File: src/rtl/lcd_pkg.sv
// Shared types, pin indices and command constants for the HD44780-class LCD engine.
// Used by lcd_fifo and lcd_ctrl; the init ROM only matters when LCD_INIT_EN is defined.
package lcd_pkg;

    typedef enum logic [2:0] {
        PWRUP,
        INIT,
        IDLE,
        SETUP,
        PULSE,
        HOLD,
        WAIT
    } lcd_state_e;

    typedef struct packed {
        logic       rs;
        logic [7:0] data;
    } lcd_entry_t;

    localparam int LCD_E  = 10;
    localparam int LCD_RS = 9;
    localparam int LCD_RW = 8;

    localparam int CNT_W = 20;

    // Commands that need the long execution wait on the panel.
    localparam logic [7:0] OP_CLEAR    = 8'h01;
    localparam logic [7:0] OP_HOME     = 8'h02;
    localparam logic [7:0] OP_HOME_ALT = 8'h03;

    localparam logic [7:0] INIT_FUNC_SET = 8'h38;
    localparam logic [7:0] INIT_DISP_ON  = 8'h0C;
    localparam logic [7:0] INIT_ENTRY    = 8'h06;

    function automatic logic [CNT_W-1:0] phase_load(input int cycles);
        return CNT_W'(cycles - 1);
    endfunction

    function automatic logic is_slow_cmd(input lcd_entry_t e);
        return !e.rs && ((e.data == OP_CLEAR) || (e.data == OP_HOME) ||
                         (e.data == OP_HOME_ALT));
    endfunction

    function automatic logic [7:0] init_rom(input logic [1:0] idx);
        logic [7:0] op;
        case (idx)
            2'd0:    op = INIT_FUNC_SET;
            2'd1:    op = INIT_DISP_ON;
            2'd2:    op = INIT_ENTRY;
            default: op = OP_CLEAR;
        endcase
        return op;
    endfunction

    function automatic logic [10:0] lcd_pins(input lcd_entry_t e, input logic en);
        logic [10:0] p;
        p         = '0;
        p[LCD_E]  = en;
        p[LCD_RS] = e.rs;
        p[LCD_RW] = 1'b0;
        p[7:0]    = e.data;
        return p;
    endfunction

endpackage

File: src/rtl/lcd_fifo.sv
// Synchronous FIFO of {rs, data} entries between the CPU write port and the LCD engine.
// empty_o is registered, so a freshly written entry is seen by the reader one cycle later.
module lcd_fifo
    import lcd_pkg::*;
#(
    parameter int DEPTH = 8
) (
    input  logic                    clk_i,
    input  logic                    rst_i,
    input  logic                    push_i,
    input  lcd_entry_t              data_i,
    input  logic                    pop_i,
    output lcd_entry_t              data_o,
    output logic                    full_o,
    output logic                    empty_o,
    output logic [$clog2(DEPTH):0]  count_o
);

    localparam int AW = $clog2(DEPTH);
    localparam logic [AW:0] FULL_CNT = (AW+1)'(DEPTH);

    lcd_entry_t    mem_q [DEPTH];
    logic [AW-1:0] wr_ptr_q, wr_ptr_d;
    logic [AW-1:0] rd_ptr_q, rd_ptr_d;
    logic [AW:0]   count_q, count_d;
    logic          empty_q;
    logic          push_ok, pop_ok;

    assign full_o  = (count_q == FULL_CNT);
    assign empty_o = empty_q;
    assign count_o = count_q;
    assign data_o  = mem_q[rd_ptr_q];
    assign push_ok = push_i && !full_o;
    assign pop_ok  = pop_i && (count_q != '0);

    always_comb begin
        wr_ptr_d = wr_ptr_q;
        rd_ptr_d = rd_ptr_q;
        count_d  = count_q;
        if (push_ok) wr_ptr_d = wr_ptr_q + 1'b1;
        if (pop_ok)  rd_ptr_d = rd_ptr_q + 1'b1;
        case ({push_ok, pop_ok})
            2'b10:   count_d = count_q + 1'b1;
            2'b01:   count_d = count_q - 1'b1;
            default: count_d = count_q;
        endcase
    end

    always_ff @(posedge clk_i or posedge rst_i) begin
        if (rst_i) begin
            wr_ptr_q <= '0;
            rd_ptr_q <= '0;
            count_q  <= '0;
            empty_q  <= 1'b1;
        end else begin
            wr_ptr_q <= wr_ptr_d;
            rd_ptr_q <= rd_ptr_d;
            count_q  <= count_d;
            empty_q  <= (count_q == '0);
        end
    end

    always_ff @(posedge clk_i) begin
        if (push_ok) mem_q[wr_ptr_q] <= data_i;
    end

endmodule

File: src/rtl/lcd_ctrl.sv
// Character-LCD interface engine: queues CPU byte writes and replays them with HD44780 timing.
// Define LCD_INIT_EN to add the power-up wait and the built-in init command sequence.
module lcd_ctrl
    import lcd_pkg::*;
#(
    parameter int FIFO_DEPTH = 8,
    parameter int T_SETUP    = 4,
    parameter int T_EPW      = 16,
    parameter int T_HOLD     = 2,
    parameter int T_CMD      = 2500,
    parameter int T_CLR      = 103000
`ifdef LCD_INIT_EN
    ,
    parameter int T_PWRUP    = 938000
`endif
) (
    input  logic        clk,
    input  logic        reset,
    input  logic        wr_en,
    input  logic        wr_rs,
    input  logic [7:0]  wr_data,
    output logic        full,
    output logic        ready,
    output logic        ovf,
    output logic [10:0] lcd
);

`ifdef LCD_INIT_EN
    localparam lcd_state_e RESET_STATE = PWRUP;
`else
    localparam lcd_state_e RESET_STATE = IDLE;
`endif

    lcd_state_e                  state_q;
    logic [CNT_W-1:0]            cnt_q;
    lcd_entry_t                  cur_q;
    logic [10:0]                 lcd_q;
    logic                        ovf_q;
    lcd_entry_t                  fifo_head;
    lcd_entry_t                  issue;
    logic                        fifo_full;
    logic                        fifo_empty;
    logic                        fifo_pop;
    logic [$clog2(FIFO_DEPTH):0] fifo_count;
`ifdef LCD_INIT_EN
    logic [1:0]                  rom_idx_q;
    logic                        init_done_q;
`endif

    lcd_fifo #(
        .DEPTH (FIFO_DEPTH)
    ) u_fifo (
        .clk_i   (clk),
        .rst_i   (reset),
        .push_i  (wr_en),
        .data_i  ({wr_rs, wr_data}),
        .pop_i   (fifo_pop),
        .data_o  (fifo_head),
        .full_o  (fifo_full),
        .empty_o (fifo_empty),
        .count_o (fifo_count)
    );

    assign fifo_pop = (state_q == IDLE) && !fifo_empty;
    assign full     = fifo_full;
    assign ovf      = ovf_q;
    assign lcd      = lcd_q;
`ifdef LCD_INIT_EN
    assign ready    = (state_q == IDLE) && (fifo_count == '0) && init_done_q;
`else
    assign ready    = (state_q == IDLE) && (fifo_count == '0);
`endif

    // The byte about to enter SETUP comes from the init ROM while initialising, else the FIFO.
    always_comb begin
        issue = fifo_head;
`ifdef LCD_INIT_EN
        if (state_q == INIT) issue = {1'b0, init_rom(rom_idx_q)};
`endif
    end

    always_ff @(posedge clk or posedge reset) begin
        if (reset) begin
            ovf_q <= 1'b0;
        end else if (wr_en && fifo_full) begin
            ovf_q <= 1'b1;
        end
    end

    // Pins are registered with the state so E changes exactly on phase boundaries.
    always_ff @(posedge clk or posedge reset) begin
        if (reset) begin
            state_q <= RESET_STATE;
            cnt_q   <= '0;
            cur_q   <= '0;
            lcd_q   <= '0;
`ifdef LCD_INIT_EN
            rom_idx_q   <= '0;
            init_done_q <= 1'b0;
`endif
        end else begin
            case (state_q)
`ifdef LCD_INIT_EN
                // Counts up from the reset value of 0 so the power-up wait is T_PWRUP cycles.
                PWRUP: begin
                    if (cnt_q == phase_load(T_PWRUP)) begin
                        cnt_q   <= '0;
                        state_q <= INIT;
                    end else begin
                        cnt_q <= cnt_q + 1'b1;
                    end
                end
                INIT: begin
                    cur_q     <= issue;
                    lcd_q     <= lcd_pins(issue, 1'b0);
                    cnt_q     <= phase_load(T_SETUP);
                    state_q   <= SETUP;
                    rom_idx_q <= rom_idx_q + 1'b1;
                    if (rom_idx_q == 2'd3) init_done_q <= 1'b1;
                end
`endif
                IDLE: begin
                    if (!fifo_empty) begin
                        cur_q   <= issue;
                        lcd_q   <= lcd_pins(issue, 1'b0);
                        cnt_q   <= phase_load(T_SETUP);
                        state_q <= SETUP;
                    end
                end
                SETUP: begin
                    if (cnt_q == '0) begin
                        lcd_q[LCD_E] <= 1'b1;
                        cnt_q        <= phase_load(T_EPW);
                        state_q      <= PULSE;
                    end else begin
                        cnt_q <= cnt_q - 1'b1;
                    end
                end
                PULSE: begin
                    if (cnt_q == '0) begin
                        lcd_q[LCD_E] <= 1'b0;
                        cnt_q        <= phase_load(T_HOLD);
                        state_q      <= HOLD;
                    end else begin
                        cnt_q <= cnt_q - 1'b1;
                    end
                end
                HOLD: begin
                    if (cnt_q == '0) begin
                        cnt_q   <= is_slow_cmd(cur_q) ? phase_load(T_CLR) : phase_load(T_CMD);
                        state_q <= WAIT;
                    end else begin
                        cnt_q <= cnt_q - 1'b1;
                    end
                end
                WAIT: begin
                    if (cnt_q == '0) begin
`ifdef LCD_INIT_EN
                        state_q <= init_done_q ? IDLE : INIT;
`else
                        state_q <= IDLE;
`endif
                    end else begin
                        cnt_q <= cnt_q - 1'b1;
                    end
                end
                default: state_q <= IDLE;
            endcase
        end
    end

endmodule

File: config.mk
export PLATFORM = sky130hd
export DESIGN_NAME = lcd_ctrl
export DESIGN_NICKNAME = d
export VERILOG_FILES = /design/src/rtl/lcd_pkg.sv /design/src/rtl/lcd_fifo.sv /design/src/rtl/lcd_ctrl.sv
export SDC_FILE = /design/constraint.sdc
export NUM_CORES = 1
export LEC_CHECK = 0
export ABC_AREA = 1
export CORE_MARGIN = 2
export CORE_UTILIZATION = 39
export DETAILED_ROUTE_END_ITERATION = 16
export REMOVE_ABC_BUFFERS = 1
export SETUP_SLACK_MARGIN = 0.5
export SYNTH_ARGS = -nofsm -noshare
export SYNTH_HDL_FRONTEND = slang
export SYNTH_SLANG_ARGS = --single-unit
export TNS_END_PERCENT = 50
File: constraint.sdc
create_clock -name clk -period 5.1 [get_ports clk]
set_input_delay 0.51 -clock clk [delete_from_list [all_inputs] [get_ports clk]]
set_output_delay 0.51 -clock clk [all_outputs]
set_load 0.005 [all_outputs]
Word-level counts from Yosys, hierarchy flattened --
Memory sizes are Yosys's and may differ from the RTL's. Index checks and enable logic that the tools add are counted.
Storage, ports and cells: register bits 54, RAM bits 72, bits of input ports 12, word-level logic and storage cells 76, memories kept 1
Memory list:
- u_fifo.mem_q | words 8, width 9, rd ports 1, clocked after memory_dff 0, write ports 1, line lcd_fifo.sv:22 | lcd_entry_t mem_q [DEPTH];
Operators by class: add/subtract/negate cells 5, equality and inequality tests 17, mux-type cells 20, bitwise operators 1, reduce and logical (&&, ||, !) cells 21
Operator list (number):
- 20-bit two-way mux | 5
- 20-bit one-hot mux with 5 select lines | 1
- 20-bit logical NOT | 1
- 20-bit by 1-bit subtractor with 20-bit output (second input constant) | 1
- 17-bit two-way mux | 1
- 8-bit by 2-bit == test with 1-bit output (second input constant) | 2
- 3-bit two-way mux | 5
- 3-bit one-hot mux with 5 select lines | 1
- 2-bit inequality test (second input constant) | 6
- 11-bit two-way mux | 1
- 3-bit == test (second input constant) | 3
- 8-bit by 1-bit == test with 1-bit output (second input constant) | 1
- 4-bit one-hot mux with 2 select lines | 1
- 3-bit by 1-bit adder with 3-bit output (second input constant) | 2
- 3-bit by 2-bit == test with 1-bit output (second input constant) | 2
- 1-bit logical AND | 6
- 5-bit AND reduction | 1
- 5-bit nonzero test | 1
- 4-bit by 1-bit adder with 4-bit output (second input constant) | 1
- 4-bit == test (second input constant) | 1
- 4-bit logical NOT | 1
- 1-bit two-way mux | 4
- 4-bit AND reduction | 1
- 4-bit nonzero test | 1
- 11 further kinds | 14

Longest topological paths before layout --
depth in word-level cells 7, gate-level depth with buffers 15

Hierarchy --
Synthesis repeated with hierarchy kept, for this count alone.
Second synthesis, totals: cell total of the unflattened synthesis 693, area, all modules 5915.7 um^2
Modules (own cells, without submodules):
- lcd_fifo | instances 1, cells an instance 393, area an instance 3791.1 um^2
- lcd_ctrl | instances 1, cells an instance 300, area an instance 2124.5 um^2

Least setup slack after synthesis --
Ideal clock, no wire load.
path kind reg-to-reg, start point register state_q[1], end point register u_fifo.count_q[3] (netlist: u_fifo.count_o[3]), setup time 0.079 ns, data arrival time 2.084 ns, required time 5.021 ns, path slack 2.937 ns, stages on the path, launching flop included 15, path buffers 0, period minus slack after synthesis 2.163 ns, path through dfstp_2 nand2_1 nor2_1 inv_2 nor2_1 nand2_1 inv_2 ha_1 ha_1 nand2_1 nand2_1 a21oi_1 o21bai_1 a21oi_1 xor2_1
Between the ends: cells in the longest elaborated chain, start to end 5
Ends and longest elaborated chain:
- start, declared | line lcd_ctrl.sv:34 | lcd_state_e state_q;
- start signal, assigned | line lcd_ctrl.sv:93 | state_q <= RESET_STATE;
- start signal, assigned | line lcd_ctrl.sv:127 | state_q <= SETUP;
- start signal, assigned | line lcd_ctrl.sv:134 | state_q <= PULSE;
- 3-bit by 2-bit == test with 1-bit output * | line lcd_ctrl.sv:64 | assign fifo_pop = (state_q == IDLE) && !fifo_empty;
- 1-bit logical AND * | line lcd_ctrl.sv:64
- 1-bit logical AND * | line lcd_fifo.sv:34 | assign pop_ok = pop_i && (count_q != '0);
- net u_fifo.pop_ok | line lcd_fifo.sv:27 | logic push_ok, pop_ok;
- 2-bit by 1-bit == test with 1-bit output or 2-bit == test (tied branches) | line lcd_fifo.sv:42 | case ({push_ok, pop_ok})
- 4-bit one-hot mux with 2 select lines or 2-bit nonzero test (tied branches)
- end signal, assigned | line lcd_fifo.sv:58 | count_q <= count_d;
- end, declared | line lcd_fifo.sv:25 | logic [AW:0] count_q, count_d;
Mark *: on every way through the listed nets, which the timed path passes. The rest lies on a longest branch. A chain may end at the register's enable or synchronous reset.

Final worst setup path --
Ends and elaborated chain as after synthesis.

==> impl_metrics.ini <==
[cells_and_area]
nets = 601
final_layout_size_suffix_gt1_share_pct = 11.4
final_cell_mix = nand2_1, nor2_1, edfxtp_1
area_delta_synth_final_pct = 18.0
final_common_cell = nand2_1
num_antenna_cells = 0

[sta]
final_max_slew_viol_count = 0
fin_crit_ns = 3.05
hold_viol_final = 0
period_share_pct = 59.7
relSlewSlack_pct = 25.4
finClkSkew_ns = 0.00720
tns_ns = 0
fmax_ghz = 0.328
setup_violations = 0
rsz0062_at_grt = false
tightest_slew_ns = 1.11

[setup_path]
cpMostUsedCell = nand2_1
path_max_fanout = 11
end_kind = flip-flop
cp_slowest_cell = nor2_1
max_stage_delay_ns = 0.63
crit_family = simple AND/OR/NAND/NOR gates
cp.arrival_ns = 3.39
crit_buf_inv = 2
crit_chain = nand2_1 > nor2_1 > inv_2 > nor2_1 > nand2_1 > inv_2 > ha_1 > ha_1 > nand2_1 > nand2_1 > a21oi_1 > o21bai_1 > a21oi_1 > xor2_1
critical_path_class = flip-flop to flip-flop
cp.required_ns = 5.44
cp-start-kind = flip-flop

[synth]
synth_cell_types = 39
synth_warnings = 0
yosysSeqAreaShare_pct = 60.0
syn_inst = 552
syn_area_sq_um = 5480
ys_seq_elements = 117
avgSynthCellArea_sq_um = 9.93

[global_route]
track_usage_pct = 18.3
grt_max_degree = 46
grt_pass1_vias = 4077
grt_pass1_wl_um = 20400
grt_overflow = 0
antenna_found_initial = 0

[placed_design]
port-buffer-count = 24
dp_hpwl_um = 8080
gp_congestion = 0.883

[die]
floorplan.initialDensity_pct = 39.7
core_area_sq_um = 13800
rows = 43
dieHeight_um = 123
ios = 26
die_w_um = 123
die-area_sq_um = 15000

[cts]
cts_hold_buf = 0
clock_sinks = 117
numCtsBuffers = 17
post_cts_buffers = 0
cts_buffer_depth = 2
path_clk_slew_ns = 0.06
htree_levels = 4
cts_resized = 0
cts_tree = yes
clk_latency_ns = 0.42
cts_root_buf = clkbuf_16

[routing]
detail-route-antenna-nets = 0
finalWirelength_um = 12600
num_vias = 3979
avgViaCountPerCell = 5.14
wl_per_cell_um = 16.3
firstDrtPassIters = 5
drt_drc_violations_left = 0
drt_iter0_drc = 330

[run_status]
run_status = completed

[pwr]
power_density_nw_per_um2 = 650
peakVddDrop_mv = 0.313
power_leakage_uw = 0.00270
power_uw = 4210

[flow_run]
cap_violations = 0

[worst_hold_path]
hp-class = flip-flop to flip-flop
==> routing by layer <==
| layer | wire length (um) | track usage (%) | part of all wire (%) | vias up |
|---|---|---|---|---|
| met1 | 5220 | 20.7 | 41 | 1921 |
| met3 | 535 | 5.02 | 4.2 | 25 |
| met4 | 303 | 7.26 | 2.4 | 0 |
| li1 | - | - | - | 1938 |
| met5 | 0 | 0 | 0 | - |
| met2 | 6560 | 32.5 | 52 | 95 |
==> cells in the mapped netlist (all sizes together) <==
cell type	number	area, sq um
nand4	5	52.6
o22ai	7	43.8
dfrtp	43	1080
nor3	1	10.0
a21o	1	7.51
ha	7	87.6
a31oi	1	6.26
conb	1	3.75
o21ai	57	285
nand3	34	180
a21oi	8	40.0
o221ai	15	131
edfxtp	72	2160
o21bai	1	7.51
o211ai	3	22.5
inv	44	165
dfstp	2	52.6
xnor2	3	26.3
fa	1	20.0
nor2	92	384
buf	8	48.8
nand3b	2	15.0
or2	2	12.5
clkinv	1	3.75
clkbuf	8	30.0
xor2	17	149
nand2	116	460
==> sequential cells by signal, summed over array words and instances (netlist names) <==
signal	count
u_fifo.empty_o	1
cur_q	8
state_q	3
u_fifo.wr_ptr_q	3
u_fifo.mem_q	72
cnt_q	20
u_fifo.count_o	4
ovf	1
lcd	2
u_fifo.rd_ptr_q	3
==> power breakdown <==
| part | leakage (uW) | switching, uW | internal, uW |
|---|---|---|---|
| Sequential | 0.00122 | 186 | 1250 |
| Clock | 0.000280 | 448 | 715 |
| Combinational | 0.00119 | 1070 | 545 |
| Total | 0.00270 | 1700 | 2510 |
==> per-stage QoR <==
step	setup slack (ns)	instances	cell area (sq um)	hold WS, ns	util [%]
floorplan	2.56	536	5410	0.451	-
global placement	2.12	742	5890	0.444	42.6
detailed placement	1.98	742	5890	0.447	42.6
CTS	1.99	774	6470	0.462	46.8
global route	1.72	774	6470	0.478	46.8
finish	2.05	774	6470	0.458	46.8
==> logic make-up after synthesis <==
logic type               after synthesis  share of synthesized area, %
flip-flops                           117                          60.0
AND/OR/NAND/NOR                      252                          20.3
other                                  1                        0.0684
XOR/XNOR                              20                          3.19
buffers and inverters                 61                          4.52
adder cells (fa/ha/maj)                8                          1.96
AO/OA/AOI/OAI                         93                          9.92
==> worst paths after layout <==
check,start,end,slack [ns],cells after the start
worst max-delay path,state_q[1],u_fifo.count_o[3],2.05,14
worst min-delay path,ovf,ovf,0.46,1
worst max register to register,state_q[1],u_fifo.count_o[3],2.05,14
worst min register to register,ovf,ovf,0.46,1
max in group asynchronous,reset,cnt_q[11],3.89,2
min in group asynchronous,reset,cnt_q[1],0.62,2
==> final cells by class <==
| cell class | instances | area [sq um] |
|---|---|---|
| Clock buffer | 20 | 467 |
| Clock inverter | 12 | 119 |
| Fill cell | 1254 | 7360 |
| Inverter | 45 | 169 |
| Multi-Input combinational cell | 374 | 1950 |
| Sequential cell | 117 | 3290 |
| Tap cell | 180 | 225 |
| Timing Repair Buffer | 26 | 255 |
No activity file was read; power rests on OpenSTA's default activity.
